[config.mk]
export PLATFORM = sky130hd
export DESIGN_NAME = xbar_rsp_router
export DESIGN_NICKNAME = d
export VERILOG_FILES = /design/src/rtl/xbar_rsp_router_pkg.sv /design/src/rtl/xbar_tag_fifo.sv /design/src/rtl/xbar_rsp_router.sv
export SDC_FILE = /design/constraint.sdc
export NUM_CORES = 1
export LEC_CHECK = 0
export BUFFER_PORTS_ARGS = -buffer_cell sky130_fd_sc_hd__clkbuf_2
export CAP_MARGIN = 40
export CORE_ASPECT_RATIO = 0.6
export CORE_MARGIN = 8
export CORE_UTILIZATION = 30
export DETAILED_ROUTE_END_ITERATION = 8
export PLACE_DENSITY = 0.56
export SKIP_LAST_GASP = 1
export SLEW_MARGIN = 20
export SYNTH_ARGS = -nofsm -noshare
export SYNTH_HDL_FRONTEND = slang
export SYNTH_SLANG_ARGS = --single-unit
export TNS_END_PERCENT = 10
[constraint.sdc]
create_clock -name clk -period 3.1 [get_ports clk]
set_clock_uncertainty 0.15 [all_clocks]
set_input_delay 0.31 -clock clk [delete_from_list [all_inputs] [get_ports clk]]
set_output_delay 0.31 -clock clk [all_outputs]
set_load 0.01 [all_outputs]
[src/rtl/xbar_rsp_router_pkg.sv]
// Shared width helpers for the stream crossbar, its response router and the
// perf counters, so every block derives tag and occupancy widths identically.
package xbar_rsp_router_pkg;

  // Index width that stays at least one bit wide, even for a single input.
  function automatic int log2up(input int n);
    return (n > 1) ? $clog2(n) : 1;
  endfunction

  // Width of a source tag that identifies one of n crossbar inputs.
  function automatic int xbar_tag_width(input int n);
    return log2up(n);
  endfunction

  // Width of an occupancy counter that must be able to hold the value q.
  function automatic int xbar_cnt_width(input int q);
    return $clog2(q + 1);
  endfunction

endpackage

[src/rtl/xbar_tag_fifo.sv]
// In-order tag queue. Holds the source index of every outstanding request.
// Status outputs come straight from flops. The read data is a direct read of
// the head slot, so a tag written in one cycle cannot be read until the next.
// The caller must not push while full and must not pop while empty.
module xbar_tag_fifo
  import xbar_rsp_router_pkg::*;
#(
  parameter int DATAW     = 2,
  parameter int SIZE      = 4,
  parameter int CNT_WIDTH = xbar_cnt_width(SIZE)
) (
  input  logic                 clk,
  input  logic                 reset,
  input  logic                 push,
  input  logic                 pop,
  input  logic [DATAW-1:0]     wr_data,
  output logic [DATAW-1:0]     rd_data,
  output logic                 full,
  output logic                 empty,
  output logic [CNT_WIDTH-1:0] size
);

  localparam int PTRW = $clog2(SIZE);

  logic [DATAW-1:0]     mem [SIZE];
  logic [PTRW-1:0]      wr_ptr;
  logic [PTRW-1:0]      rd_ptr;
  logic [CNT_WIDTH-1:0] size_next;

  // Next occupancy: a simultaneous push and pop leaves it unchanged.
  always_comb begin
    size_next = size;
    if (push && !pop) begin
      size_next = size + CNT_WIDTH'(1);
    end else if (pop && !push) begin
      size_next = size - CNT_WIDTH'(1);
    end
  end

  // Pointers, counter and registered full/empty flags.
  always_ff @(posedge clk) begin
    if (reset) begin
      wr_ptr <= '0;
      rd_ptr <= '0;
      size   <= '0;
      full   <= 1'b0;
      empty  <= 1'b1;
    end else begin
      if (push) wr_ptr <= wr_ptr + PTRW'(1);
      if (pop)  rd_ptr <= rd_ptr + PTRW'(1);
      size  <= size_next;
      full  <= (size_next == CNT_WIDTH'(SIZE));
      empty <= (size_next == '0);
    end
  end

  // Tag storage. It has no reset: resetting the pointers discards the tags.
  always_ff @(posedge clk) begin
    if (push) mem[wr_ptr] <= wr_data;
  end

  assign rd_data = mem[rd_ptr];

endmodule

[src/rtl/xbar_rsp_router.sv]
// Return-path router for one crossbar output. Requests pass through
// unchanged, gated only by the tag queue being full. The source index of each
// accepted request is queued. In-order responses are steered back to the input
// whose tag is at the head of the queue.
module xbar_rsp_router
  import xbar_rsp_router_pkg::*;
#(
  parameter int NUM_INPUTS = 4,
  parameter int DATAW      = 4,
  parameter int RSP_DATAW  = 4,
  parameter int QUEUE_SIZE = 4,
  parameter int IN_WIDTH   = xbar_tag_width(NUM_INPUTS),
  parameter int CNT_WIDTH  = xbar_cnt_width(QUEUE_SIZE)
) (
  input  logic                            clk,
  input  logic                            reset,
  input  logic                            req_valid_in,
  input  logic [DATAW-1:0]                req_data_in,
  input  logic [IN_WIDTH-1:0]             req_sel_in,
  output logic                            req_ready_in,
  output logic                            req_valid_out,
  output logic [DATAW-1:0]                req_data_out,
  input  logic                            req_ready_out,
  input  logic                            rsp_valid_in,
  input  logic [RSP_DATAW-1:0]            rsp_data_in,
  output logic                            rsp_ready_in,
  output logic [NUM_INPUTS-1:0]           rsp_valid_out,
  output logic [NUM_INPUTS*RSP_DATAW-1:0] rsp_data_out,
  input  logic [NUM_INPUTS-1:0]           rsp_ready_out,
  output logic [CNT_WIDTH-1:0]            pending,
  output logic                            full,
  output logic                            empty
);

  logic                push;
  logic                pop;
  logic                lane_ready;
  logic [IN_WIDTH-1:0] head;

  // The full flag is registered, so a pop in the same cycle cannot free a
  // slot for the request. This keeps the response side out of req_ready_in.
  assign req_valid_out = req_valid_in && !full;
  assign req_ready_in  = req_ready_out && !full;
  assign req_data_out  = req_data_in;
  assign push          = req_valid_in && req_ready_in;

  xbar_tag_fifo #(
    .DATAW     (IN_WIDTH),
    .SIZE      (QUEUE_SIZE),
    .CNT_WIDTH (CNT_WIDTH)
  ) u_tag_fifo (
    .clk     (clk),
    .reset   (reset),
    .push    (push),
    .pop     (pop),
    .wr_data (req_sel_in),
    .rd_data (head),
    .full    (full),
    .empty   (empty),
    .size    (pending)
  );

  // Steer the response to the lane named by the head tag. The lane's valid
  // never looks at that lane's ready.
  always_comb begin
    lane_ready    = 1'b0;
    rsp_valid_out = '0;
    for (int i = 0; i < NUM_INPUTS; i++) begin
      if (NUM_INPUTS == 1 || head == IN_WIDTH'(i)) begin
        lane_ready       = rsp_ready_out[i];
        rsp_valid_out[i] = rsp_valid_in && !empty;
      end
    end
  end

  assign rsp_ready_in = !empty && lane_ready;
  assign pop          = rsp_valid_in && rsp_ready_in;
  assign rsp_data_out = {NUM_INPUTS{rsp_data_in}};

  // A request must name an existing crossbar input.
  always_ff @(posedge clk) begin
    if (!reset && push) begin
      assert (int'(req_sel_in) < NUM_INPUTS);
    end
  end

endmodule

==> results <==
- The overall via count from detail_route is 718.
- The cell sitting at the root of the clock tree is a sky130_fd_sc_hd__clkbuf_8.
- In the post-synthesis netlist, the biggest area contributors are sky130_fd_sc_hd__edfxtp_1, sky130_fd_sc_hd__dfxtp_1, sky130_fd_sc_hd__buf_4.
- Setup repair after global routing left no endpoint under its margin.
- The clock network power share is 23.6%.
- The global-route wire length before repair is 3243 um.
- Power spread over the standard cell area amounts to 600.7 mW/mm^2.
- The flow ran to the end, and the final reports show no timing, DRC or antenna violations.
- From synthesis to final layout, the design area changed by 5.066%.
- The routed design uses 869 um of met2 wire.
- The arrival time reported for the critical path endpoint is 1.95 ns.
- The initial antenna violation count was 0.
- The final layout net count is 143.
- The critical path startpoint category is a register.
- The biggest fanout along the worst timing path is 5.
- Once the floorplan was initialized, standard cells occupied 31.05% of the core.
- The routed wire length per instance is 12.45 um.
- The total grt overflow is 0.
- The worst-margin pin slew is 0.3787 ns.
- The maximum number of pins on one net before global-route repair is 12.
- The final wirelength is 2042 um.
- The minimum period implied by the final worst setup slack is 2.411 ns.
- Counting along the longest clock path gives a buffer depth of 2.
- Combinational logic burns 32.4% of the power.
- The part of the cycle the worst path needs is 77.79%.
- Traced cell by cell, the critical path runs through mux4_2 -> mux2i_2 -> nor2b_1 -> a211oi_1 -> clkbuf_2.
- The final-report setup violation count is 0.
- Measured along the x axis, the die boundary spans 95.45 um.
- The highest achievable clock rate is 414.7 MHz.
- Hold timing on the final database bottoms out at a slack of 0.1435 ns.
- For this run, design rule violations remaining after detail routing come to 0.
- The number of antenna diodes is 0.
- On the worst path, the slowest cell contributes a delay of 0.60 ns.
- The number of nets in the synthesized netlist is 138.
- The path class of the lowest-slack min-delay path is in -> reg.
- The count of hold-fix buffers inserted at cts is 0.
- The worst-case IR drop observed on VDD is 0.1624 mV.
- The sequential share of power is 44.0%.
- The floorplan core area is 0.003659 sq mm.
- After clock tree synthesis, the repair step resized 0 gates.
- The number of distinct library cells after synthesis is 28.
- The number of optimization iterations in the first detailed-route pass is 4.
- The wire length the detailed router placed on met1 is 918 um.
- The predominant post-synthesis flop cell is sky130_fd_sc_hd__dfxtp_1.
- Data on the critical path is required at its endpoint by 2.64 ns.
- The kind of capture point of the worst setup path is an output port.
- The total of max-cap violations is 0.
- In the post-synthesis netlist, the cell with the most instances is sky130_fd_sc_hd__buf_4.
- The hold violation total from the final report is 0.
- The utilization of the core after routing is 32.63%.
- In the synthesized netlist, the cells that appear most often are sky130_fd_sc_hd__buf_4, sky130_fd_sc_hd__nor2_1, sky130_fd_sc_hd__dfxtp_1.
- The sequential share of the synthesized area is 40.53%.
- The max-slew violation count came to 0.
- TritonCTS built the clock tree.
- The post-CTS setup buffer count is 0.
- In this run the vertical extent of the chip is 63.67 um.
- The standby leakage power is 0.4804 nW.
- The top layer reached by signal wires is met4.
- The post-DP HPWL is 1677 um.
- The top cell type by area accounts for 21.15% of the synthesized area.
- The overall routing resource usage is 6.863%.
- The internal power consumption is 479.7 uW.
- Clock latency on the worst-skew pair, taken at its later pin, is 0.25 ns.
- The die covers 0.006077 sq mm.
- The async set-reset flop share out of synthesis is 0%.
- Buffers inserted during clock tree synthesis total 3.
- In this run, placement finished with an instance count of 160.
- The switching power is 237.4 uW.
- The final weighted congestion of routability-driven global placement is 0.7797.
- The first routing iteration left 22 violations.
- The critical setup path kind is reg -> out.
- The boundary pin count is 51.
- In this run the tightest slew margin relative to its limit is 74.75%.
- After synthesis the cells add up to 0.001136 sq mm.
- The number of clock sinks is 19.
- Yosys mapped a number of flops with a built-in enable equal to 8.
- The slowest stage of the critical path belongs to the cell sky130_fd_sc_hd__mux4_2.
- In the detailed route, the total length drawn on met3 is 211 um.
- The total negative slack for setup checks is 0 ns.
- The number of H-tree branching levels is 1.
- After clock tree synthesis, the clock-pin slew on the worst setup and hold paths is 0.07 ns.
- The synthesized design spends more area on one cell type than any other, namely sky130_fd_sc_hd__edfxtp_1.
- In this run switching power makes up 33.10% of total power.
- During synthesis, Yosys emitted a total of 0 warnings.
- The number of cells produced by synthesis is 113.
- The fraction of final layout cells with drive strength greater than 1 is 29.06%.
- The average instance in the mapped netlist occupies 10.05 sq um.
- The number of global-route vias before repair is 719.
- The number of nets still failing antenna checks after routing is 0.
- In the routed layout, each cell is associated on average with a via count of 4.378.
- The number of buffers inserted by port buffering is 22.
- The post-synthesis sequential element count is 19.
- For this run, the number of standard cells in the final layout without fillers is 164.
- After floorplanning, the core was divided into 17 placement rows.
-- power by group through the flow --
stage	combinational [mW]	clock, mW	sequential, mW
2_1_floorplan	0.192	0	0.323
3_3_place_gp	0.229	0	0.319
3_5_place_dp	0.234	0	0.321
4_1_cts	0.235	0.175	0.316
5_1_grt	0.262	0.181	0.321
6_report	0.233	0.169	0.316
-- worst paths after layout --
check | cells past startpoint | from | slack (ns) | end
worst min-delay path | 1 | req_sel_in[1] | 0.14 | u_tag_fifo.mem[2][1]
worst min register to register | 2 | u_tag_fifo.wr_ptr[1] | 0.35 | u_tag_fifo.wr_ptr[1]
worst max-delay path | 5 | register | 0.69 | rsp_ready_in
worst max register to register | 6 | register | 0.71 | u_tag_fifo.full
-- critical path, delay by kind of cell (launching register included) --
family / cells / cell delay (ns)
mux: 2 / 0.81
simple gates: 1 / 0.14
buf+inv: 1 / 0.17
flops: 1 / 0.37
compound gates: 1 / 0.21
-- per-layer routing --
metal | GRT usage (%) | up-vias
met5 | 0 | -
met4 | 3.238 | 0
met3 | 3.664 | 8
met2 | 10.03 | 26
met1 | 7.992 | 325
li1 | - | 359
-- layout make-up --
class,instances,area [sq um]
clock buffer,3,41.29
clock inverter,1,5.005
fill,390,2465
inverter,5,18.77
multi-input combinational,67,499.2
sequential,19,460.4
tap,47,58.81
timing repair buffer,22,110.1
-- cells by family (layout without fill, tap and decap cells) --
family / Yosys count / after routing / share of synthesized area (%)
compound gates: 9 / 9 / 6.388
fa+ha+maj: 8 / 8 / 8.480
mux: 5 / 5 / 7.269
xor+xnor: 8 / 8 / 6.168
flops: 19 / 19 / 40.53
buf+inv: 27 / 31 / 15.53
simple gates: 37 / 37 / 15.64
-- stage by stage --
step           instance area (sq um)  total power, mW  worst slack, ns
2_1_floorplan                   1136           0.5144           0.9196
3_3_place_gp                    1147           0.5478           0.8547
3_5_place_dp                    1147           0.5551           0.7185
4_1_cts                         1194           0.7251           0.6590
5_1_grt                         1194           0.7647           0.5812
6_report                        1194           0.7171           0.6885
-- layout by cell type, fill, tap and decap left out, types with 3 or more instances in the layout --
master	n
sky130_fd_sc_hd__inv_1	5
sky130_fd_sc_hd__ha_1	6
sky130_fd_sc_hd__dfxtp_1	11
sky130_fd_sc_hd__nor2b_1	4
sky130_fd_sc_hd__and2_1	4
sky130_fd_sc_hd__nor2_1	13
sky130_fd_sc_hd__a21oi_1	5
sky130_fd_sc_hd__xnor2_1	6
sky130_fd_sc_hd__clkbuf_2	22
sky130_fd_sc_hd__clkbuf_8	3
sky130_fd_sc_hd__edfxtp_1	8
sky130_fd_sc_hd__nand2_1	10
No activity file was read; power rests on OpenSTA's default activity.
